$ cat config.mk
export PLATFORM = sky130hd
export DESIGN_NAME = player_packet_rx
export DESIGN_NICKNAME = d
export VERILOG_FILES = /design/src/rtl/player_packet_rx.sv
export SDC_FILE = /design/constraint.sdc
export NUM_CORES = 1
export LEC_CHECK = 0
export ABC_CLOCK_PERIOD_IN_PS = 1900
export CORE_ASPECT_RATIO = 1.1
export CORE_UTILIZATION = 50
export DETAILED_ROUTE_END_ITERATION = 8
export HOLD_SLACK_MARGIN = 0.06
export PLACE_DENSITY_LB_ADDON = 0.25
export SLEW_MARGIN = 20
export SYNTH_ARGS = -nofsm -noshare
export SYNTH_HDL_FRONTEND = slang
export SYNTH_SLANG_ARGS = --single-unit
export TNS_END_PERCENT = 5
$ cat constraint.sdc
create_clock -name clk -period 1.9 [get_ports clk]
set_input_delay 0.285 -clock clk [delete_from_list [all_inputs] [get_ports clk]]
set_output_delay 0.285 -clock clk [all_outputs]
set_load 0.02 [all_outputs]
$ cat src/rtl/player_packet_rx.sv
// player_packet_rx -- UART receiver and decoder for one-byte player control packets.
//
// The serial line is 8N1, LSB first and idle high. Each well-framed byte is decoded as
//   [7] remote_rst, [6] reserved (must be 0), [5] fire, [4] proj_type, [3:0] lane code.
// Lane codes 1..6 are taken as they are. Code 0 is the sender's reset state and maps to
// lane 3. A reserved bit of 1, or a lane code of 7..15, is rejected with pkt_err.
//
// Parameters
//   CLK_HZ      system clock frequency in Hz
//   BAUD        serial bit rate
//   TIMEOUT_MS  link-loss watchdog period; used only when PKT_TIMEOUT_EN is defined
//
// Ports
//   clk         system clock, rising edge
//   clean_rst   asynchronous active-high reset
//   rx          UART serial input
//   lane        last accepted lane code (1..6; 3 after reset)
//   fire_level  fire bit of the last accepted packet
//   fire_pulse  one-cycle pulse, together with pkt_valid, on a 0->1 fire transition
//   proj_type   projectile-type bit of the last accepted packet
//   remote_rst  reset bit of the last accepted packet
//   pkt_valid   one-cycle pulse for each accepted packet
//   frame_err   one-cycle pulse when the stop bit is low
//   pkt_err     one-cycle pulse for a well-framed but illegal byte
//   link_up     packets are being received
//
// Build option
//   PKT_TIMEOUT_EN  When this macro is defined, a watchdog drops link_up and fire_level
//                   after TIMEOUT_MS without an accepted packet. When it is not defined,
//                   link_up stays set from the first accepted packet until reset.
`timescale 1ns/1ps

module player_packet_rx #(
  parameter int CLK_HZ     = 100_000_000,
  parameter int BAUD       = 9600,
  parameter int TIMEOUT_MS = 50
) (
  input  logic       clk,
  input  logic       clean_rst,
  input  logic       rx,
  output logic [3:0] lane,
  output logic       fire_level,
  output logic       fire_pulse,
  output logic       proj_type,
  output logic       remote_rst,
  output logic       pkt_valid,
  output logic       frame_err,
  output logic       pkt_err,
  output logic       link_up
);

  localparam int DIV   = CLK_HZ / (BAUD * 16);
  localparam int DIV_W = (DIV > 1) ? $clog2(DIV) : 1;

  typedef enum logic [1:0] {IDLE, START, DATA, STOP} state_t;

  // Input synchronizer and edge detection. The flops reset low, so arming
  // needs a real high level on the line after reset.
  logic rx_meta_reg, rx_sync_reg, rx_prev_reg, armed_reg;
  logic fall_edge;

  always_ff @(posedge clk or posedge clean_rst) begin
    if (clean_rst) begin
      rx_meta_reg <= 1'b0;
      rx_sync_reg <= 1'b0;
      rx_prev_reg <= 1'b0;
      armed_reg   <= 1'b0;
    end else begin
      rx_meta_reg <= rx;
      rx_sync_reg <= rx_meta_reg;
      rx_prev_reg <= rx_sync_reg;
      armed_reg   <= armed_reg | rx_sync_reg;
    end
  end

  assign fall_edge = rx_prev_reg & ~rx_sync_reg;

  // Free-running 16x oversample tick generator.
  logic [DIV_W-1:0] div_cnt_reg;
  logic             tick;

  assign tick = (div_cnt_reg == DIV_W'(DIV - 1));

  always_ff @(posedge clk or posedge clean_rst) begin
    if (clean_rst)
      div_cnt_reg <= '0;
    else if (tick)
      div_cnt_reg <= '0;
    else
      div_cnt_reg <= div_cnt_reg + 1'b1;
  end

  // Receive FSM
  state_t     state_reg, state_next;
  logic [3:0] tick_cnt_reg, tick_cnt_next;
  logic [2:0] bit_cnt_reg, bit_cnt_next;
  logic [7:0] shift_reg, shift_next;
  logic       byte_done;   // stop bit sampled high; shift_reg holds the byte
  logic       frame_bad;   // stop bit sampled low

  always_ff @(posedge clk or posedge clean_rst) begin
    if (clean_rst) begin
      state_reg    <= IDLE;
      tick_cnt_reg <= '0;
      bit_cnt_reg  <= '0;
      shift_reg    <= '0;
    end else begin
      state_reg    <= state_next;
      tick_cnt_reg <= tick_cnt_next;
      bit_cnt_reg  <= bit_cnt_next;
      shift_reg    <= shift_next;
    end
  end

  always_comb begin
    state_next    = state_reg;
    tick_cnt_next = tick_cnt_reg;
    bit_cnt_next  = bit_cnt_reg;
    shift_next    = shift_reg;
    byte_done     = 1'b0;
    frame_bad     = 1'b0;
    case (state_reg)
      IDLE: begin
        tick_cnt_next = '0;
        bit_cnt_next  = '0;
        if (armed_reg && fall_edge)
          state_next = START;
      end
      START: begin
        if (tick) begin
          if (tick_cnt_reg == 4'd7) begin
            // Mid start bit: a high line here means the edge was a glitch.
            tick_cnt_next = '0;
            state_next    = rx_sync_reg ? IDLE : DATA;
          end else begin
            tick_cnt_next = tick_cnt_reg + 4'd1;
          end
        end
      end
      DATA: begin
        if (tick) begin
          if (tick_cnt_reg == 4'd15) begin
            tick_cnt_next = '0;
            shift_next    = {rx_sync_reg, shift_reg[7:1]};
            if (bit_cnt_reg == 3'd7) begin
              bit_cnt_next = '0;
              state_next   = STOP;
            end else begin
              bit_cnt_next = bit_cnt_reg + 3'd1;
            end
          end else begin
            tick_cnt_next = tick_cnt_reg + 4'd1;
          end
        end
      end
      STOP: begin
        if (tick) begin
          if (tick_cnt_reg == 4'd15) begin
            tick_cnt_next = '0;
            state_next    = IDLE;
            byte_done     = rx_sync_reg;
            frame_bad     = ~rx_sync_reg;
          end else begin
            tick_cnt_next = tick_cnt_reg + 4'd1;
          end
        end
      end
      default: state_next = IDLE;
    endcase
  end

  // Decode and output registers
  logic illegal, accept;

  assign illegal = shift_reg[6] | (shift_reg[3:0] > 4'd6);
  assign accept  = byte_done & ~illegal;

`ifdef PKT_TIMEOUT_EN
  localparam int TIMEOUT_CLKS = CLK_HZ / 1000 * TIMEOUT_MS;
  localparam int WD_W         = $clog2(TIMEOUT_CLKS + 1);
  logic [WD_W-1:0] wd_cnt_reg;
`endif

  always_ff @(posedge clk or posedge clean_rst) begin
    if (clean_rst) begin
      lane       <= 4'd3;
      fire_level <= 1'b0;
      fire_pulse <= 1'b0;
      proj_type  <= 1'b0;
      remote_rst <= 1'b0;
      pkt_valid  <= 1'b0;
      frame_err  <= 1'b0;
      pkt_err    <= 1'b0;
      link_up    <= 1'b0;
`ifdef PKT_TIMEOUT_EN
      wd_cnt_reg <= '0;
`endif
    end else begin
      pkt_valid  <= 1'b0;
      frame_err  <= 1'b0;
      pkt_err    <= 1'b0;
      fire_pulse <= 1'b0;
      if (frame_bad) begin
        frame_err <= 1'b1;
      end else if (byte_done && illegal) begin
        pkt_err <= 1'b1;
      end else if (accept) begin
        lane       <= (shift_reg[3:0] == 4'd0) ? 4'd3 : shift_reg[3:0];
        fire_level <= shift_reg[5];
        fire_pulse <= shift_reg[5] & ~fire_level;
        proj_type  <= shift_reg[4];
        remote_rst <= shift_reg[7];
        pkt_valid  <= 1'b1;
        link_up    <= 1'b1;
      end
`ifdef PKT_TIMEOUT_EN
      // The watchdog runs only while the link is up. On expiry fire is released
      // without a pulse, and the lane is kept so that the player stays put.
      if (accept) begin
        wd_cnt_reg <= '0;
      end else if (link_up) begin
        if (wd_cnt_reg == WD_W'(TIMEOUT_CLKS - 1)) begin
          wd_cnt_reg <= '0;
          link_up    <= 1'b0;
          fire_level <= 1'b0;
        end else begin
          wd_cnt_reg <= wd_cnt_reg + 1'b1;
        end
      end
`endif
    end
  end

endmodule

==> results, run 1 <==
- The core region is 3630 µm².
- The number of buffers on the longest clock path is 2.
- The largest fanout on the critical path is 8.
- The H-tree generated during clock tree synthesis spans 2 levels.
- The area of the mapped netlist is 1900 µm².
- The number of enable flip-flop cells after synthesis is 0.
- The global-route wire length before repair is 5.98 mm.
- The total power after layout is 1.77 mW.
- The distinct cell type count of the synthesized netlist is 41.
- In the post-synthesis netlist, the biggest area contributors are dfrtp_1, mux2_2, ha_1.
- The pre-antenna-repair detailed-routing pass consisted of 4 iterations.
- The tree is rooted in a clkbuf_8.
- Leaving out fill and tap cells, the most frequent cell in the layout is dfrtp_1.
- Headroom to the max-slew limit came out at 70.8%.
- After the last flow step, the layout net total stands at 196.
- The number of routed nets with antenna violations is 0.
- In this run the static leakage power is 1.13 nW.
- The transition time at the pin with the least slew margin is 438 ps.
- The hold violation total from the final report is 0.
- Row generation in the floorplan step produced 23 rows.
- The area growth from synthesis to layout is 22.6%.
- The minimum period implied by the final worst setup slack is 1830 ps.
- The flow ran to the end, and the final reports show no timing, DRC or antenna violations.
- Once the floorplan was initialized, standard cells occupied 52.4% of the core.
- The biggest area contributor in the post-synthesis netlist is dfrtp_1.
- The count of buffers added on input and output ports is 14.
- The worst-case hold slack is 276 ps.
- The dominant synthesized flop cell is dfrtp_1.
- The final critical path takes up 96.1% of the cycle.
- The fmax is 547 MHz.
- Among all stages on the critical path, the largest delay is contributed by dfrtp_1.
- For this design the ratio of total power to cell area is 761 nW/µm².
- The critical path startpoint category is a flip-flop.
- The final global-route overflow total is 0.
- The post-route netlist has 23.3% of its cells at a drive strength greater than 1.
- Dividing the detail-routed wire length by the instance count gives 14.3 µm.
- At the end of routability-driven placement, the weighted congestion stood at 0.757.
- The average cell area after synthesis is 12.0 µm².
- The number of vias per cell after detailed routing is 5.36.
- The number of antenna violations at the first check in global routing is 0.
- The count of endpoints failing setup in the final report is 0.
- The cell area after placement is 2150 µm².
- After routing the design area is 2330 µm².
- The number of primary I/O pins is 15.
- The die covers 4050 µm².
- The number of nets in the synthesized netlist is 166.
- The repair_antennas step left the layout with diodes totalling 0.
- In the layout the commonest cells are dfrtp_1, clkdlybuf4s50_1, nor2_1.
- The floorplan die width is 60.8 µm.
- The number of clock buffers inserted by TritonCTS is 5.
- The required time at the endpoint of the critical path is 2070 ps.
- In this design, the stage delay of the slowest critical-path cell is 380 ps.
- For this run, design rule violations remaining after detail routing come to 0.
- The floorplan die height is 66.6 µm.
- The count of maximum capacitance violations is 0.
- The total count of max-transition violations in the final report is 0.
- The TritonCTS sink count is 43.
- The detailed router's first-iteration violation count is 50.
- The number of global-route vias before repair is 1325.
- The Yosys warning count is 0.
- Detailed routing inserted a total of 1282 vias.
- Setup total negative slack on the finished layout was measured at 0 ps.
- The wire-length estimate of the detail-placed layout is 2.41 mm.
- TritonCTS built the clock tree.
- The data arrival time of the critical path is 2000 ps.
- Summed over its instances, the top area cell type makes up 54.0% of the synthesized netlist area.
- The sequential cell area is 1080 µm².
- The count of buffering cells on the critical path with inverters included is 2.
- The synthesis-stage register bit count is 43.
- The worst setup path is of the flip-flop to flip-flop kind.
- The worst hold path belongs to the class primary input to async pin.
- The total global-route track usage is 20.6%.
- The final setup skew is 13.7 ps.
- The placed instance count is 226.
- The fraction of synthesis flops using an asynchronous set or reset pin is 100%.
- The filler cells instantiated in the layout total 291.
- The number of flip-flops under the largest register name is 10.
- The kind of cell with the highest combined delay on the critical path is simple AND/OR/NAND/NOR gates.
- For the worst-skew pair, the clock arrives at the later sink with an insertion delay of 300 ps.
- Traced cell by cell, the critical path runs through inv_1, ha_1, and4b_2, nand4_4, nor3b_4, buf_12, mux2_2.
- Clock-pin slew was measured on the worst setup and hold paths at 90 ps.
- The largest net degree at the start of global routing is 19.
- The worst supply voltage drop on vdd is 0.593 mV.
- STA classifies the critical path endpoint as a flip-flop.
- The post-synthesis cell count is 158.
- Wires add up to 3.42 mm.
- Sequential elements use 56.8% of the synthesized area.
- In the final layout, the multi-input gates occupy 779 µm².
- The final cell count without fillers is 239.
## metal layers
layer / wire length [µm] / vias to the layer above / GRT usage (%)
met3: 88 / 2 / 5.83
met2: 1790 / 22 / 33.9
met4: 25 / 0 / 8.24
li1: - / 618 / -
met1: 1510 / 640 / 25.2
met5: 0 / - / 0
## worst paths after layout
check	startpoint	to	slack (ps)	cells after the start
min in group clk	rx_meta_reg	rx_sync_reg	360	0
worst max-delay path	div_cnt_reg[0]	shift_reg[1]	70	7
worst max register to register	div_cnt_reg[0]	shift_reg[1]	70	7
worst min register to register	rx_meta_reg	rx_sync_reg	360	0
worst min-delay path	clean_rst	div_cnt_reg[9]	280	2
max in group asynchronous	clean_rst	frame_err	1040	3
## metrics by stage
| step | worst slack [ps] | util (%) |
|---|---|---|
| finish | 73.3 | 64.2 |
| global route | -6.11 | 64.2 |
| floorplan | 71.8 | - |
| detailed placement | -3.63 | 59.3 |
| global placement | 55.8 | 59.3 |
| CTS | 8.15 | 63.0 |
## where the power goes
part           internal, mW  total (mW)  switching, mW  leakage [nW]
combinational        0.0412       0.108         0.0669         0.515
sequential            0.925       0.953         0.0276         0.563
clock                 0.396       0.711          0.315        0.0548
## synth_stat cells (2+ instances only)
cell / count
mux2_2: 11
nor3_1: 5
and3_1: 7
nand2_1: 9
xnor2_1: 4
a41oi_1: 2
inv_1: 7
dfrtp_1: 41
a221o_1: 2
clkbuf_1: 4
a21oi_1: 3
nor2_1: 13
nand3_1: 5
and2_1: 3
nor3b_4: 2
o21ai_0: 4
and4_1: 2
mux2i_1: 3
ha_1: 5
or2_2: 2
dfstp_2: 2
xor2_1: 3
## logic make-up after synthesis
| logic type | Yosys count | synth area share [%] |
|---|---|---|
| xor gates and xnor gates | 7 | 3.23 |
| and+or+nand+nor | 55 | 17.7 |
| adders and majority gates | 5 | 3.29 |
| AOI/OAI and AO/OA | 20 | 7.51 |
| buffers and inverters | 13 | 2.83 |
| muxes | 15 | 8.70 |
| DFF | 43 | 56.8 |
## timing repair
item,in CTS,in global routing
hold buffers,0,0
gates cloned,0,1
buffers inserted,1,3
endpoints found under the setup margin,5,8
pin swaps,1,3
hold endpoints to repair,0,0
gates resized for setup,1,4
## area by class of cell
| cell class | count | area share [%] |
|---|---|---|
| Sequential cell | 43 | 46.3 |
| Multi-Input combinational cell | 102 | 33.5 |
| Timing Repair Buffer | 29 | 11.4 |
| Clock buffer | 5 | 2.96 |
| Tap cell | 50 | 2.69 |
| Clock inverter | 3 | 1.99 |
| Inverter | 7 | 1.13 |
(Power assumes the default switching activity.)
==> inputs of run 2 (changes only) <==
--- a/config.mk
+++ b/config.mk
@@ -7,11 +7,11 @@
 export LEC_CHECK = 0
 export ABC_CLOCK_PERIOD_IN_PS = 1900
 export CORE_ASPECT_RATIO = 1.1
+export CORE_MARGIN = 5
 export CORE_UTILIZATION = 50
 export DETAILED_ROUTE_END_ITERATION = 8
 export HOLD_SLACK_MARGIN = 0.06
 export PLACE_DENSITY_LB_ADDON = 0.25
-export SLEW_MARGIN = 20
 export SYNTH_ARGS = -nofsm -noshare
 export SYNTH_HDL_FRONTEND = slang
 export SYNTH_SLANG_ARGS = --single-unit
==> run 2 against run 1 <==
  * Critical path depth stayed put
  * Sequential cell count stayed put
  * Highest routed layer unchanged
  * Final cell count is 0.42% lower
  * Clock skew hardly changed
  * Via count is 0.31% lower
  * Sequential share of layout area is 0.48 points higher
  * Worst hold slack better by 9.4 ps
  * Maximum frequency is 0.46% higher
  * Combinational power is 4% lower
  * Largest power group unchanged
  * Die area is 27% higher
  * Power is 0.45% lower
  * Global-route usage is 4.8 points lower
==> results, run 2 (same netlist as run 1, synthesis figures left out) <==
- The global-route wire length before repair is 5.97 mm.
- Of the total power, combinational logic draws 5.9%.
- For the worst setup path, the data required time is 2080 ps.
- The total count of max-transition violations in the final report is 0.
- The total global-route track usage is 15.9%.
- The number of antenna violations at the first check in global routing came to 0.
- The detailed router put a total of 1.48 mm of wire on met1.
- The number of nets in the layout is 195.
- The final route contains 1278 vias.
- The clock network burns 40.0% of the power.
- The worst path in the final design needs a cycle of 1820 ps, including I/O delays and setup.
- The total overflow left after global routing is 0.
- The region available for standard cell placement spans 3650 µm².
- The critical register-to-register path startpoint is div_cnt_reg[0].
- The wire length reported by the detailed router is 3.48 mm.
- The library cell used most frequently in the layout, excluding fill and tap cells, is dfrtp_1.
- In this run the worst hold path is classified as primary input to async pin.
- The largest single stage delay on the critical path is 380 ps.
- For the worst setup path, the data arrival time is 2000 ps.
- The starting utilization of the core area is 52.0%.
- The clock drives 43 sinks.
- The final critical path takes up 95.7% of the cycle.
- The critical path goes through inv_1, ha_1, and4b_2, nand4_4, nor3b_4, buf_4, mux2_2.
- The start point of the critical path is div_cnt_reg[0].
- The critical path capture point type is a flip-flop.
- The largest net degree at the start of global routing is 19.
- The internal power contribution is 1.36 mW.
- After detailed routing, the number of vias per cell comes to 5.37.
- The start-to-end type of the worst setup path is flip-flop to flip-flop.
- The floorplan die width is 68.8 µm.
- For this run, the top clock speed supported by timing is 550 MHz.
- The floorplan die height is 74.6 µm.
- The clock-pin slew on the worst setup and hold paths is 90 ps.
- The wire-length estimate of the detail-placed layout is 2.47 mm.
- The sequential group share of total power is 54.1%.
- The TritonCTS clock tree is built.
- The amount of wire on met2 after detailed routing is 1.80 mm.
- Power spread over the standard cell area amounts to 765 nW/µm².
- The total negative setup slack is 0 ps.
- The fraction of final layout cells sized beyond drive strength 1 is 23.4%.
- The average wire per cell in the routed design is 14.6 µm.
- The clock passes through at most 2 buffers.
- The total number of H-tree levels is 2.
- The sum of met3 wire segment lengths after detailed routing is 132 µm.
- Before antenna repair, the detailed router went through 4 iterations.
- The detail route stage leaves a number of antenna-violating nets equal to 0.
- Buffers inserted during clock tree synthesis total 5.
- The final weighted congestion in routability-driven placement is 0.834.
- The area enclosed by the die boundary is 5130 µm².
- The number of flip-flops under the largest register name is 10.
- The run finished with clean final reports.
- In the layout the commonest cells are dfrtp_1, clkdlybuf4s50_1, nor2_1, buf_4, mux2_2.
- Across the VDD grid, the largest voltage drop is 0.522 mV.
- Max-cap violations in this run came to 0.
- Setup violations remaining at the end of the flow were counted as 0.
- The cell with the largest stage delay on the worst path is dfrtp_1.
- The library cell used as clock root buffer is clkbuf_8.
- The hold violation total from the final report is 0.
- 0 antenna diodes ended up in the layout.
- Relative to the synthesized area, the layout overhead comes to 21.3%.
- The worst-case hold slack is 285 ps.
- The static leakage is 1.12 nW.
- The number of input and output port buffers inserted is 14.
- The power spent charging and discharging nets is 406 µW.
- The transition time at the pin with the least slew margin is 469 ps.
- After the first detailed-routing iteration, the DRC count stood at 49.
- In this run the worst path has a maximum fanout of 8.
- The critical path startpoint category is a flip-flop.
- Headroom to the max-slew limit came out at 68.7%.
- The detailed-route DRC error count is 0.
- Hold repair after CTS inserted 0 buffers.
- In this run the top signal layer used is met4.
- The number of primary I/O pins is 15.
- The insertion delay of the later-clocked pin in the worst-skew pair is 300 ps.
- The standard-cell row count is 23.
- The final setup skew is 14.1 ps.
- The number of global-route vias before repair was 1283.
- The switching share of power is 23.0%.
==> run 2: changes by cell type in the layout (fill, tap and decap cells not counted), sizes merged <==
cell / delta
buf: -2
clkinv: +2
clkdlybuf4s15: +1
clkinvlp: -1
inv: -1
==> run 2: final cells by class <==
cell class,count,area (µm²)
Timing Repair Buffer,28,249
Clock buffer,5,68.8
Multi-Input combinational cell,102,776
Sequential cell,43,1080
Inverter,7,26.3
Tap cell,50,62.6
Fill cell,305,1350
Clock inverter,3,43.8
==> run 2: path summary, 6_finish.rpt <==
check / slack, ps / depth (start not counted) / endpoint
setup / recovery: 80 / 7 / shift_reg[1]
hold reg to reg: 370 / 0 / rx_sync_reg
max in group asynchronous: 1010 / 3 / armed_reg
min in group clk: 370 / 0 / rx_sync_reg
hold / removal: 290 / 2 / lane[2]
setup reg to reg: 80 / 7 / shift_reg[1]
==> run 2: through the flow <==
step / instances / setup slack, ps / utilization (%) / area (µm²) / power (mW)
finish: 238 / 81.7 / 63.1 / 2300 / 1.76
global route: 238 / -11.3 / 63.1 / 2300 / 1.84
CTS: 234 / 30.5 / 61.9 / 2260 / 1.78
detailed placement: 226 / 34.6 / 58.8 / 2150 / 1.08
global placement: 226 / 85.1 / 58.8 / 2150 / 1.07
floorplan: 158 / 71.8 / - / 1900 / 1.03
==> run 2: per-layer routing <==
metal | up-vias | GRT usage, %
met2 | 21 | 27.3
met3 | 11 | 4.78
met5 | - | 0
li1 | 620 | -
met4 | 0 | 5.63
met1 | 626 | 18.7
==> run 2: what timing repair did <==
action	in CTS	in global routing
setup buffers	0	3
resized for setup	0	3
endpoints found under the setup margin	0	9
==> run 2: power groups by stage <==
stage / Combinational (mW) / Clock [mW] / Sequential [mW]
final: 0.104 / 0.705 / 0.955
after global placement: 0.101 / 0 / 0.971
after CTS: 0.103 / 0.722 / 0.955
after floorplan: 0.0849 / 0 / 0.946
after detailed placement: 0.102 / 0 / 0.973
after global routing: 0.119 / 0.765 / 0.958
==> run 2: critical path: cells and delay by family, from the launching register on <==
family        cells  cell delay, ps
simple gates      3             570
fa+ha+maj         1             140
flops             1             380
mux               1             350
buf+inv           2             250
==> inputs of run 3 (changes only) <==
--- a/config.mk
+++ b/config.mk
@@ -5,6 +5,7 @@
 export SDC_FILE = /design/constraint.sdc
 export NUM_CORES = 1
 export LEC_CHECK = 0
+export ABC_AREA = 1
 export ABC_CLOCK_PERIOD_IN_PS = 1900
 export CORE_ASPECT_RATIO = 1.1
 export CORE_MARGIN = 5
==> run 3 against run 2 <==
  * Synthesized area rose by 6.2%
  * Design area barely moved
  * Utilization fell by 4.4 points
  * Combinational power rose to 2.7 times the previous value
==> results, run 3 <==
- The run finished with clean final reports.
- The number of routed nets with antenna violations is 0.
- From left edge to right edge, the die measures 70.6 µm.
- The count of buffering cells on the critical path with inverters included is 1.
- The setup check on the worst reg-to-reg path leaves a slack of 240 ps.
- Summing over every cut layer, the via total after detailed routing is 1501.
- Leaving out fill and tap cells, the most frequent cells in the layout are nand2_1, dfrtp_1, inv_1.
- After synthesis, flip-flops and latches occupy 53.5% of the total area.
- A synthesized cell averages 8.81 µm².
- The number of primary I/O pins is 15.
- Entering global routing, the biggest net connects 19 pins.
- Dividing total power by cell area gives a power density of 809 nW/µm².
- Before CTS, the worst setup slack after placement is 247 ps.
- The critical register-to-register path startpoint is div_cnt_reg[0].
- The largest stage delay on the critical path is 600 ps.
- The number of clock buffers added by TritonCTS is 5.
- The post-route netlist has 10.4% of its cells at a drive strength greater than 1.
- The multi-input gate area in the final layout is 813 µm².
- The largest area contributor in the netlist is dfrtp_1.
- The critical path startpoint category is a flip-flop.
- The floorplan die height is 76.6 µm.
- The number of antenna violations at the first check in global routing is 0.
- The library cell used most frequently in the layout, excluding fill and tap cells, is nand2_1.
- The synthesis-stage register bit count is 43.
- Synthesis produced 229 cells.
- The clock-pin slew on the worst setup and hold paths is 80 ps.
- Setup repair after global routing left no endpoint under its margin.
- Yosys mapped a number of flops with a built-in enable equal to 0.
- Gates resized during post-CTS repair numbered 0.
- Power comes to 1.87 mW.
- The area growth from synthesis to layout is 14.3%.
- The hold violation total from the final report is 0.
- The tightest min-delay check is of the primary input to async pin type.
- The number of cells on the worst reg-to-reg path is 9.
- TritonCTS built the clock tree.
- The fmax is 584 MHz.
- The critical path capture point type is a primary output.
- In this run the number of cells on the critical path is 1.
- The final setup skew is 9.77 ps.
- The number of nets handed over by synthesis was 237.
- Across the whole layout, storage elements account for 1080 µm².
- The number of nets in the layout is 258.
- After synthesis, the netlist uses 23 different library cells.
- The post-route clock period utilization is 90.2%.
- Summing all placed instances gives a cell area of 2220 µm².
- The number of flip-flops under the largest register name is 10.
- After detailed routing, the number of remaining DRC violations is 0.
- The fraction of synthesis flops using an asynchronous set or reset pin is 100%.
- The first detailed-routing pass took 4 iterations.
- The TritonCTS sink count is 43.
- The mapped netlist covers 2020 µm².
- The total count of max-transition violations in the final report is 0.
- The global-route wire length before repair is 6.38 mm.
- The minimum period implied by the final worst setup slack is 1710 ps.
- Data on the critical path is required at its endpoint by 1620 ps.
- The floorplan core area is 3930 µm².
- By area the synthesized netlist is led by dfrtp_1, nand2_1, nand3_1.
- The final global-route overflow total is 0.
- The number of hold-repair buffers added at the cts stage is 0.
- The number of inserted diodes is 0.
- The dominant synthesized flop cell is dfrtp_1.
- The kind of cell with the highest combined delay on the critical path is buffers and inverters.
- The signal on the critical path passes through clkdlybuf4s50_1.
- Of all nets on the critical path, the largest fanout is 2.
- The library cell used as clock root buffer is clkbuf_8.
- The reg-to-reg critical path endpoint is remote_rst.
- The transition time at the pin with the least slew margin is 400 ps.
- The half-perimeter wire length after detailed placement is 2.67 mm.
- The start-to-end type of the worst setup path is flip-flop to primary output.
- The worst-case hold slack is 273 ps.
- After detailed routing, the number of vias per cell comes to 4.95.
- The finished layout cell area is 2310 µm².
- Adding up every negative setup slack in the final design gives 0 ps.
- VDD sags by at most 0.515 mV.
- The number of global-route vias before repair was 1420.
- Summed over all cells, the static leakage comes to 1.13 nW.
- In the synthesized netlist, the cells that appear most often are nand2_1, dfrtp_1, inv_1, nand3_1, nor2_1.
- The count of maximum capacitance violations is 0.
- The count of endpoints failing setup in the final report is 0.
- The leading cell type by number of instances after synthesis is nand2_1.
- The H-tree generated during clock tree synthesis spans 2 levels.
- The standard-cell row count is 24.
- Dividing the detail-routed wire length by the instance count gives 11.7 µm.
- At the later pin of the worst-skew pair, clock insertion delay measures 300 ps.
- Buffers placed on the I/O ports in this run total 14.
- The fraction of synthesized cell area taken by the top area cell type is 50.9%.
- After layout, the worst setup slack is 187 ps.
- The clock passes through at most 2 buffers.
- Summed over all layers, the routed wires come to 3.54 mm.
- The slowest stage of the critical path is the clkdlybuf4s50_1 cell.
- After the first detailed-routing iteration, the DRC count stood at 95.
- The final weighted congestion in routability-driven placement is 0.802.
- The Yosys warning count is 0.
- Headroom to the max-slew limit came out at 73.3%.
- The die covers 5410 µm².
- Data on the critical path arrives at its endpoint at 1430 ps.
- The starting utilization of the core area is 51.3%.
- For this run, the total global-route usage over all layers was measured as 14.6%.
- The filler cell count in the final layout is 343.
- The number of setup buffers added after CTS is 0.
run 3: changes by cell type in the layout (fill, tap and decap cells not counted), sizes merged, moves of 7 or more:
cell,before,now
mux2,12,0
nand2,9,63
nand3,5,25
o21ai,4,13
inv,7,29
and3,7,0
nor2,13,26
buf,13,2
run 3: area by class of cell:
| type | count | area share (%) |
|---|---|---|
| Clock buffer | 6 | 3.15 |
| Clock inverter | 2 | 0.543 |
| Inverter | 29 | 4.72 |
| Multi-Input combinational cell | 155 | 35.3 |
| Sequential cell | 43 | 46.8 |
| Tap cell | 52 | 2.82 |
| Timing Repair Buffer | 16 | 6.73 |
run 3: through the flow:
stage,utilization [%],instances
6_report,58.6,303
5_1_grt,58.6,303
4_1_cts,58.6,303
3_5_place_dp,56.5,295
3_3_place_gp,56.5,295
2_1_floorplan,-,229
run 3: power breakdown:
group | internal [mW] | switching [mW]
sequential | 0.958 | 0.0520
combinational | 0.0906 | 0.195
clock | 0.257 | 0.312
run 3: worst max path at each step:
| stage | startpoint | end |
|---|---|---|
| final | lane[0] | lane[0] |
| after global routing | div_cnt_reg[0] | proj_type |
| after floorplan | div_cnt_reg[0] | fire_level |
| after detailed placement | div_cnt_reg[0] | remote_rst |
| after CTS | lane[0] | lane[0] |
| after global placement | div_cnt_reg[0] | remote_rst |
run 3: cell families (layout without fill, tap and decap cells):
| kind of cell | count (synthesis) | count (layout) | share of synthesized area, % |
|---|---|---|---|
| DFF | 43 | 43 | 53.5 |
| and+or+nand+nor | 127 | 127 | 30.3 |
| AOI/OAI and AO/OA | 18 | 18 | 4.78 |
| adders and majority gates | 5 | 5 | 3.10 |
| buffers and inverters | 31 | 53 | 6.20 |
| xor gates and xnor gates | 5 | 5 | 2.17 |
run 3: routing by layer:
metal / share of wire (%) / track usage (%)
met1: 47 / 19.0
met2: 48 / 23.1
met3: 2.9 / 4.35
met4: 1.6 / 5.08
met5: 0 / 0
